`src/rtl/sm_motor_pkg.sv`:
```
// Shared types and constants for the two-motor ramp command stage.
// Speeds are 0..MAX_SPEED duty units; ramp math is done 8-bit wide.
package sm_motor_pkg;

  localparam int   MAX_SPEED = 100;
  localparam int   SPEED_W   = 7;
  localparam logic DIR_FWD   = 1'b1;

  typedef enum logic [1:0] {
    IDLE,
    RUN,
    DECEL,
    DEAD
  } ch_state_e;

  function automatic logic [7:0] min8(
    input logic [7:0] a,
    input logic [7:0] b
  );
    return (a < b) ? a : b;
  endfunction

endpackage

```
`src/rtl/sm_ramp_channel.sv`:
```
// One motor channel: command latch, ramp FSM, speed register, dead timer.
// Optional SM_MOTOR_ESTOP_EN adds an estop input that parks the channel.
module sm_ramp_channel
  import sm_motor_pkg::*;
#(
  parameter int STEP     = 2,
  parameter int DEAD_CYC = 500000
) (
  input  logic               clk,
  input  logic               rst,
`ifdef SM_MOTOR_ESTOP_EN
  input  logic               estop,
`endif
  input  logic               tick,
  input  logic               cmd_valid,
  input  logic               cmd_dir,
  input  logic [SPEED_W-1:0] cmd_speed,
  output logic [SPEED_W-1:0] cur,
  output logic               cur_dir,
  output logic               busy
);

  localparam int DW = (DEAD_CYC > 1) ? $clog2(DEAD_CYC) : 1;
  localparam logic [DW-1:0] DEAD_LD = DW'(DEAD_CYC - 1);
  localparam logic [7:0] STEP8 = 8'(STEP);
  localparam logic [7:0] MAX8  = 8'(MAX_SPEED);

  ch_state_e          state_q, state_d;
  logic [SPEED_W-1:0] cur_q, cur_d;
  logic [SPEED_W-1:0] tgt_q, tgt_d;
  logic               tgt_dir_q, tgt_dir_d;
  logic               cur_dir_q, cur_dir_d;
  logic [DW-1:0]      dead_q, dead_d;

  logic [7:0] cur8;
  logic [7:0] tgt8;
  logic [7:0] nxt8;

  assign cur8 = {1'b0, cur_q};
  assign tgt8 = {1'b0, tgt_q};

  always_comb begin
    state_d   = state_q;
    tgt_d     = tgt_q;
    tgt_dir_d = tgt_dir_q;
    cur_dir_d = cur_dir_q;
    dead_d    = dead_q;
    nxt8      = cur8;

    if (cmd_valid) begin
      tgt_d     = SPEED_W'(min8({1'b0, cmd_speed}, MAX8));
      tgt_dir_d = cmd_dir;
    end

    // The FSM always sees the previously latched target.
    unique case (state_q)
      IDLE: begin
        nxt8 = 8'd0;
        if (tgt_q != '0) begin
          cur_dir_d = tgt_dir_q;
          state_d   = RUN;
        end
      end
      RUN: begin
        if (tgt_dir_q != cur_dir_q) begin
          state_d = DECEL;
        end else begin
          if (tick) begin
            if (cur8 < tgt8)
              nxt8 = cur8 + min8(tgt8 - cur8, STEP8);
            else if (cur8 > tgt8)
              nxt8 = cur8 - min8(cur8 - tgt8, STEP8);
          end
          if (nxt8 == 8'd0 && tgt_q == '0)
            state_d = IDLE;
        end
      end
      DECEL: begin
        if (tgt_dir_q == cur_dir_q) begin
          state_d = RUN;
        end else begin
          if (tick)
            nxt8 = cur8 - min8(cur8, STEP8);
          if (nxt8 == 8'd0) begin
            dead_d  = DEAD_LD;
            state_d = DEAD;
          end
        end
      end
      DEAD: begin
        nxt8 = 8'd0;
        if (dead_q == '0) begin
          cur_dir_d = tgt_dir_q;
          state_d   = (tgt_q != '0) ? RUN : IDLE;
        end else begin
          dead_d = dead_q - DW'(1);
        end
      end
      default: begin
        nxt8    = 8'd0;
        state_d = IDLE;
      end
    endcase

`ifdef SM_MOTOR_ESTOP_EN
    if (estop) begin
      nxt8    = 8'd0;
      tgt_d   = '0;
      state_d = IDLE;
    end
`endif

    cur_d = nxt8[SPEED_W-1:0];
  end

  always_ff @(posedge clk) begin
    if (rst) begin
      state_q   <= IDLE;
      cur_q     <= '0;
      tgt_q     <= '0;
      tgt_dir_q <= DIR_FWD;
      cur_dir_q <= DIR_FWD;
      dead_q    <= '0;
    end else begin
      state_q   <= state_d;
      cur_q     <= cur_d;
      tgt_q     <= tgt_d;
      tgt_dir_q <= tgt_dir_d;
      cur_dir_q <= cur_dir_d;
      dead_q    <= dead_d;
    end
  end

  assign cur     = cur_q;
  assign cur_dir = cur_dir_q;

  // Idle with no target counts as settled.
  always_comb begin
    if (state_q == RUN)
      busy = (cur_q != tgt_q) || (tgt_dir_q != cur_dir_q);
    else
      busy = !(state_q == IDLE && tgt_q == '0);
  end

endmodule

```
`src/rtl/sm_motor_ramp.sv`:
```
// Two-motor ramp stage: shared tick prescaler and registered duty mapping.
// Define SM_MOTOR_ESTOP_EN to add the estop input.
module sm_motor_ramp
  import sm_motor_pkg::*;
#(
  parameter int RAMP_DIV = 50000,
  parameter int STEP     = 2,
  parameter int DEAD_CYC = 500000
) (
  input  logic       clk,
  input  logic       rst,
`ifdef SM_MOTOR_ESTOP_EN
  input  logic       estop,
`endif
  input  logic       cmd_valid_a,
  input  logic       cmd_dir_a,
  input  logic [6:0] cmd_speed_a,
  input  logic       cmd_valid_b,
  input  logic       cmd_dir_b,
  input  logic [6:0] cmd_speed_b,
  output logic [6:0] speed_a1_a,
  output logic [6:0] speed_a1_b,
  output logic [6:0] speed_b1_a,
  output logic [6:0] speed_b1_b,
  output logic       busy_a,
  output logic       busy_b
);

  localparam int PW = (RAMP_DIV > 1) ? $clog2(RAMP_DIV) : 1;
  localparam logic [PW-1:0] PS_MAX = PW'(RAMP_DIV - 1);

  logic [PW-1:0] ps_q, ps_d;
  logic          tick;

  logic [SPEED_W-1:0] cur_a, cur_b;
  logic               dir_a, dir_b;
  logic               bsy_a, bsy_b;

  logic [6:0] a1_a_q, a1_a_d;
  logic [6:0] a1_b_q, a1_b_d;
  logic [6:0] b1_a_q, b1_a_d;
  logic [6:0] b1_b_q, b1_b_d;
  logic       busy_a_q, busy_a_d;
  logic       busy_b_q, busy_b_d;

  assign tick = (ps_q == PS_MAX);

  always_comb begin
    ps_d = tick ? '0 : ps_q + PW'(1);
  end

  sm_ramp_channel #(
    .STEP     (STEP),
    .DEAD_CYC (DEAD_CYC)
  ) u_ch_a (
    .clk       (clk),
    .rst       (rst),
`ifdef SM_MOTOR_ESTOP_EN
    .estop     (estop),
`endif
    .tick      (tick),
    .cmd_valid (cmd_valid_a),
    .cmd_dir   (cmd_dir_a),
    .cmd_speed (cmd_speed_a),
    .cur       (cur_a),
    .cur_dir   (dir_a),
    .busy      (bsy_a)
  );

  sm_ramp_channel #(
    .STEP     (STEP),
    .DEAD_CYC (DEAD_CYC)
  ) u_ch_b (
    .clk       (clk),
    .rst       (rst),
`ifdef SM_MOTOR_ESTOP_EN
    .estop     (estop),
`endif
    .tick      (tick),
    .cmd_valid (cmd_valid_b),
    .cmd_dir   (cmd_dir_b),
    .cmd_speed (cmd_speed_b),
    .cur       (cur_b),
    .cur_dir   (dir_b),
    .busy      (bsy_b)
  );

  // Only one leg of each bridge is ever driven.
  always_comb begin
    a1_a_d   = (dir_a == DIR_FWD) ? cur_a : '0;
    a1_b_d   = (dir_a == DIR_FWD) ? '0 : cur_a;
    b1_a_d   = (dir_b == DIR_FWD) ? cur_b : '0;
    b1_b_d   = (dir_b == DIR_FWD) ? '0 : cur_b;
    busy_a_d = bsy_a;
    busy_b_d = bsy_b;
`ifdef SM_MOTOR_ESTOP_EN
    if (estop) begin
      a1_a_d = '0;
      a1_b_d = '0;
      b1_a_d = '0;
      b1_b_d = '0;
    end
`endif
  end

  always_ff @(posedge clk) begin
    if (rst) begin
      ps_q     <= '0;
      a1_a_q   <= '0;
      a1_b_q   <= '0;
      b1_a_q   <= '0;
      b1_b_q   <= '0;
      busy_a_q <= 1'b0;
      busy_b_q <= 1'b0;
    end else begin
      ps_q     <= ps_d;
      a1_a_q   <= a1_a_d;
      a1_b_q   <= a1_b_d;
      b1_a_q   <= b1_a_d;
      b1_b_q   <= b1_b_d;
      busy_a_q <= busy_a_d;
      busy_b_q <= busy_b_d;
    end
  end

  assign speed_a1_a = a1_a_q;
  assign speed_a1_b = a1_b_q;
  assign speed_b1_a = b1_a_q;
  assign speed_b1_b = b1_b_q;
  assign busy_a     = busy_a_q;
  assign busy_b     = busy_b_q;

endmodule

```
`config.mk`:
```
export PLATFORM = sky130hd
export DESIGN_NAME = sm_motor_ramp
export DESIGN_NICKNAME = d
export VERILOG_FILES = /design/src/rtl/sm_motor_pkg.sv /design/src/rtl/sm_ramp_channel.sv /design/src/rtl/sm_motor_ramp.sv
export SDC_FILE = /design/constraint.sdc
export NUM_CORES = 1
export LEC_CHECK = 0
export ABC_AREA = 1
export CAP_MARGIN = 15
export CELL_PAD_IN_SITES_DETAIL_PLACEMENT = 1
export CELL_PAD_IN_SITES_GLOBAL_PLACEMENT = 2
export CORE_AREA = 2 2 164 166
export CTS_BUF_LIST = sky130_fd_sc_hd__clkbuf_2 sky130_fd_sc_hd__clkbuf_4 sky130_fd_sc_hd__clkbuf_8
export DETAILED_ROUTE_END_ITERATION = 12
export DIE_AREA = 0 0 166 168
export GPL_TIMING_DRIVEN = 0
export PLACE_DENSITY = 0.82
export SLEW_MARGIN = 20
export SYNTH_ARGS = -nofsm -noshare
export SYNTH_HDL_FRONTEND = slang
export SYNTH_SLANG_ARGS = --single-unit
```
`constraint.sdc`:
```
create_clock -name clk -period 4.1 [get_ports clk]
set_input_delay 0.82 -clock clk [delete_from_list [all_inputs] [get_ports clk]]
set_output_delay 0.82 -clock clk [all_outputs]
set_load 0.05 [all_outputs]
```
==> impl_metrics.yaml, run 1 <==
route:
  routedWlPerCell_microns: 16.2
  wl_met2_mm: 14.8
  drtAntennaViolNets: 0
  routed_wl_mm: 30.1
  route.detailed.drc: 0
  dr.max_layer_used: "met4"
  via_count: 9320
  vias_per_cell: 5.01
  drt-met1-wl_mm: 14.2
  initialDrtViolationCount: 428
  wl_met3_microns: 640
  drtPass1Iterations: 4
synthesis:
  ys_seq_area_share_pct: 26.8
  synth_cell_types: 52
  netlist_area_sq_mm: 0.00897
  synth_top_area_share_pct: 26.8
  synthCells: 1374
  syn_avg_cell_area_sq_um: 6.53
  ys_warn_count: 0
  ys_ff_latch: 120
  synth_area_leader_cell: "dfxtp_1"
  synthTopCellsByArea: "dfxtp_1 27%, nand2_1 15%, ha_1 9.3%, nor2_1 7.1%, inv_1 6.7%"
grt:
  grt_max_degree: 17
  grt_pass1_vias: 9532
  antenna_found_initial: 0
  grt_pass1_wl_mm: 48.9
  track_usage_pct: 21.4
  gr-total-overflow: 0
final_layout:
  drive_above_1_share_pct: 15.7
  final_cell_mix: "346 x nand2_1, 157 x nor2_1, 140 x inv_1, 104 x dfxtp_1, 85 x a21oi_1"
  mostFrequentLayoutCell: "nand2_1"
  nNetsFinal: 1600
  layout.cells.non_filler: 1859
  syn_to_final_growth_pct: 24.9
  diodes: 0
place:
  place_congestion: 0.820
  io_buffers: 49
  place_inst: 1784
  pre_cts_ws_ps: -755
  dp_hpwl_mm: 22.5
timing:
  hold_viol: 0
  relSlewSlack_pct: 28.4
  skew_ps: 19.8
  worst_slack_ps: 121
  period_needed_ps: 3980
  period_share_pct: 97.1
  fin_hold_ws_ps: 465
  fmax_mhz: 251
  setup_viol: 0
  setup_tns_ps: 0
  tightest_slew_ps: 1070
  maxSlewViolCount: 0
setup_path:
  crit_path_max_incr_delay_ps: 390
  rrSetupSlack_ps: 120
  cp.depth: 29
  path_common_cell: "nand2_1"
  critPathKind: "reg2reg"
  startpoint: "u_ch_b.cur[0]$_SDFFE_PP0P_"
  arrival_ps: 4320
  worst_path_max_delay_cell: "dfxtp_4"
  crit_path_end: "u_ch_b.state_q[1]$_SDFFE_PP0P_"
  critPathTopFamily: "simple AND/OR/NAND/NOR gates"
  rr_endpoint: "u_ch_b.state_q[1]$_SDFFE_PP0P_"
  endpoint_kind: "register"
  cp.required_ps: 4440
  cp-start-kind: "register"
  rr_worst_depth: 29
  critPathBufInv: 4
  critPathMaxFanout: 4
  r2r_start: "u_ch_b.cur[0]$_SDFFE_PP0P_"
status:
  status: "complete, no violations"
clock_tree:
  tritoncts: "built"
  clk_latency_ps: 440
  cts_num_sinks: 120
  cts-root-buf: "clkbuf_8"
  cts_buffers: 17
  h-tree-depth: 4
  ctsHoldBuffers: 0
  clk_pin_slew_ps: 90
  cts_buffer_depth: 2
pwr:
  total_power_mw: 8.89
  p_leak_nw: 5.08
  ir_drop_mv: 0.400
  powerDensity_mw_per_mm2: 793
floorplanning:
  start_util_pct: 34.0
  die-area_sq_mm: 0.0279
  die_height_microns: 168
  die_w_microns: 166
  core-area_sq_mm: 0.0264
  rows: 60
  num_io_pins: 50
min_path:
  hold_path.class: "reg2reg"
run:
  maxCapViolCount: 0
## how the worst min path moves through the flow
| stage | depth (start not counted) | end | slack [ps] | start |
|---|---|---|---|---|
| after CTS | 1 | ps_q[0]$_SDFF_PP0_ | 470 | ps_q[0]$_SDFF_PP0_ |
| after global placement | 1 | ps_q[0]$_SDFF_PP0_ | 430 | ps_q[0]$_SDFF_PP0_ |
| after detailed placement | 1 | ps_q[0]$_SDFF_PP0_ | 450 | ps_q[0]$_SDFF_PP0_ |
| final | 1 | ps_q[0]$_SDFF_PP0_ | 460 | ps_q[0]$_SDFF_PP0_ |
| after floorplan | 1 | ps_q[0]$_SDFF_PP0_ | 420 | ps_q[0]$_SDFF_PP0_ |
| after global routing | 1 | ps_q[0]$_SDFF_PP0_ | 500 | ps_q[0]$_SDFF_PP0_ |
## sequential cells by signal (all words and copies together), names as in the netlist, 2 cells and up
name / flops
u_ch_b.tgt_q: 7
speed_a1_b: 7
ps_q: 16
u_ch_a.state_q: 2
u_ch_a.tgt_q: 7
u_ch_b.dead_q: 19
u_ch_b.state_q: 2
u_ch_a.dead_q: 19
u_ch_b.cur: 7
u_ch_a.cur: 7
speed_a1_a: 7
speed_b1_b: 7
speed_b1_a: 7
## cells in the mapped netlist (all sizes together)
cell	n
nand3	97
xnor2	22
a22oi	1
o21ai	47
nor2	171
xor2	29
and3	1
o22ai	1
a221oi	4
nor4	9
nor3	22
clkbuf	20
a21o	1
o31ai	3
ha	67
nand2	365
a211oi	12
o221a	2
o211ai	6
a31oi	12
a21oi	90
buf	13
a21boi	1
inv	167
nand3b	5
nand4	40
fa	8
or4	1
o21bai	9
conb	2
o21a	2
dfxtp	120
or2	20
nor3b	4
## layout make-up
type	instances	area, sq um
inverters	167	673
repair buffers	92	826
clock buffers	19	262
plain buffers	33	173
multi-input cells	1074	6180
clock inverters	13	215
well taps	341	427
fillers	3453	15100
flip-flops and latches	120	2450
## routing by layer
metal  vias up  global-route usage (%)
li1       4733                       -
met1      4455                    27.7
met2        99                    38.0
met3        33                    2.52
met4         0                    5.29
met5         -                       0
## power breakdown
part | total, mW | switching [mW] | leakage, nW | internal [mW]
combinational | 5.82 | 3.61 | 3.86 | 2.21
sequential | 1.75 | 0.327 | 0.988 | 1.43
clock | 1.32 | 0.554 | 0.237 | 0.765
total | 8.89 | 4.49 | 5.08 | 4.40
## per-stage QoR
stage / utilization (%) / instance area (sq um)
after floorplan: - / 9050
after global placement: 37.8 / 9960
after detailed placement: 37.8 / 9960
after CTS: 40.5 / 10700
after global routing: 42.5 / 11200
final: 42.5 / 11200
## worst reg2reg max path: cells and delay by family (launching register included)
family	cells	cell delay [ps]
AOI/OAI and AO/OA	2	270
buffers and inverters	4	260
and+or+nand+nor	19	1980
xor gates and xnor gates	1	130
DFF	1	390
adders and majority gates	3	880
## logic make-up (layout without fill, tap and decap cells)
group,count (synthesis),in the layout,synth area share [%]
XOR/XNOR,51,51,4.98
AND/OR/NAND/NOR,735,735,36.0
adder cells (fa/ha/maj),75,75,11.1
flip-flops,120,120,26.8
other,2,22,0.0837
AO/OA/AOI/OAI,191,191,12.3
buffers and inverters,200,324,8.77
## timing repair
action / 4_1_cts / 5_1_grt
gates cloned: 0 / 0
buffers inserted: 12 / 31
gates resized for setup: 59 / 84
endpoints found under the setup margin: 6 / 4
pin swaps: 2 / 40
No activity file was read; power rests on OpenSTA's default activity.
==> inputs of run 2 (changes only) <==
--- a/config.mk
+++ b/config.mk
@@ -14,7 +14,9 @@
 export DETAILED_ROUTE_END_ITERATION = 12
 export DIE_AREA = 0 0 166 168
 export GPL_TIMING_DRIVEN = 0
+export HOLD_SLACK_MARGIN = 0.08
 export PLACE_DENSITY = 0.82
+export SKIP_LAST_GASP = 1
 export SLEW_MARGIN = 20
 export SYNTH_ARGS = -nofsm -noshare
 export SYNTH_HDL_FRONTEND = slang
==> run 2 against run 1 <==
Net effect: register-to-register slack barely moved; largest power group unchanged; clock skew fell by 0.76 ps; clock-buffer cell count did not move; critical path type unchanged; highest routed layer unchanged.
==> impl_metrics.yaml, run 2 (synthesis results as in run 1) <==
floorplanning:
  die_w_microns: 166
  num_io_pins: 50
  core-area_sq_mm: 0.0264
  die_height_microns: 168
  start_util_pct: 34.0
  rows: 60
  die-area_sq_mm: 0.0279
timing:
  setup_tns_ps: 0
  fin_hold_ws_ps: 465
  worst_slack_ps: 126
  relSlewSlack_pct: 29.0
  fmax_mhz: 252
  period_share_pct: 96.9
  skew_ps: 19.0
  maxSlewViolCount: 0
  rsz0062_at_grt: "yes"
  hold_viol: 0
  tightest_slew_ps: 1070
  setup_viol: 0
  period_needed_ps: 3970
setup_path:
  rr_worst_depth: 29
  cp-start-kind: "register"
  path_common_cell: "nand2_1"
  endpoint_kind: "register"
  critPathTopFamily: "simple AND/OR/NAND/NOR gates"
  arrival_ps: 4320
  crit_path_max_incr_delay_ps: 390
  critPathMaxFanout: 4
  cp.required_ps: 4450
  critPathKind: "reg2reg"
  critPathBufInv: 4
  cp.depth: 29
  worst_path_max_delay_cell: "dfxtp_4"
final_layout:
  final_core_util_pct: 42.5
  mostFrequentLayoutCell: "nand2_1"
  final_cell_mix: "347 x nand2_1, 157 x nor2_1, 140 x inv_1, 104 x dfxtp_1, 85 x a21oi_1"
  final_cell_area_sq_mm: 0.0112
  drive_above_1_share_pct: 15.5
  nNetsFinal: 1600
  multi_input_area_sq_mm: 0.00617
  fillers: 3454
  regArea_sq_mm: 0.00245
  syn_to_final_growth_pct: 24.8
  top_regs: "u_ch_a.dead_q x19, u_ch_b.dead_q x19, ps_q x16"
  diodes: 0
  layout.cells.non_filler: 1859
clock_tree:
  h-tree-depth: 4
  clk_pin_slew_ps: 90
  cts_num_sinks: 120
  cts-root-buf: "clkbuf_8"
  tritoncts: "built"
  cts_buffers: 17
  cts_buffer_depth: 2
  clk_latency_ps: 450
min_path:
  hold_path.class: "reg2reg"
  whs_path_depth: 1
route:
  via_count: 9341
  drtPass1Iterations: 4
  routed_wl_mm: 30.1
  routedWlPerCell_microns: 16.2
  route.detailed.drc: 0
  initialDrtViolationCount: 398
  drtAntennaViolNets: 0
  vias_per_cell: 5.02
place:
  placed_area_sq_mm: 0.00996
  dp_hpwl_mm: 22.5
  place_congestion: 0.820
  place_inst: 1784
  pre_cts_ws_ps: -755
  io_buffers: 49
pwr:
  p_leak_nw: 5.08
  total_power_mw: 8.89
  ir_drop_mv: 0.401
  powerDensity_mw_per_mm2: 794
run:
  maxCapViolCount: 0
grt:
  gr-total-overflow: 0
  grt_max_degree: 17
  grt_pass1_wl_mm: 48.9
  track_usage_pct: 21.4
  grt_pass1_vias: 9532
  antenna_found_initial: 0
status:
  status: "complete, no violations"
run 2: cell count changes in the layout (fill, tap and decap cells not counted):
| cell | before | now |
|---|---|---|
| nand2_1 | 346 | 347 |
| nand2_2 | 17 | 16 |
| nand3_1 | 83 | 84 |
| nand3_2 | 14 | 13 |
run 2: path summary, 6_finish.rpt:
path	slack [ps]	end	start
max	130	u_ch_b.state_q[1]$_SDFFE_PP0P_	u_ch_b.cur[0]$_SDFFE_PP0P_
min	460	ps_q[0]$_SDFF_PP0_	ps_q[0]$_SDFF_PP0_
max reg2reg	130	u_ch_b.state_q[1]$_SDFFE_PP0P_	u_ch_b.cur[0]$_SDFFE_PP0P_
min reg2reg	460	ps_q[0]$_SDFF_PP0_	ps_q[0]$_SDFF_PP0_
run 2: what timing repair did:
item / 4_1_cts / 5_1_grt
hold buffers: 0 / 0
setup buffers: 12 / 31
hold endpoints to repair: 0 / 0
endpoints found under the setup margin: 6 / 5
gates resized for setup: 58 / 83
pin swaps: 2 / 39
run 2: cell type report:
| class | count | area share (%) |
|---|---|---|
| Buffer | 33 | 1.54 |
| Clock buffer | 19 | 2.34 |
| Clock inverter | 13 | 1.92 |
| Inverter | 167 | 6.01 |
| Multi-Input combinational cell | 1074 | 55.1 |
| Sequential cell | 120 | 21.9 |
| Tap cell | 341 | 3.81 |
| Timing Repair Buffer | 92 | 7.37 |
run 2: power by group:
part / switching, mW / internal, mW / total [mW]
logic: 3.61 / 2.21 / 5.82
registers: 0.326 / 1.43 / 1.75
clock network: 0.558 / 0.765 / 1.32
total: 4.50 / 4.40 / 8.89
run 2: routing by layer:
| layer | track usage [%] | routed length (microns) |
|---|---|---|
| met5 | 0 | 0 |
| met4 | 5.29 | 429 |
| met3 | 2.52 | 792 |
| met2 | 38.0 | 14800 |
| met1 | 27.7 | 14100 |
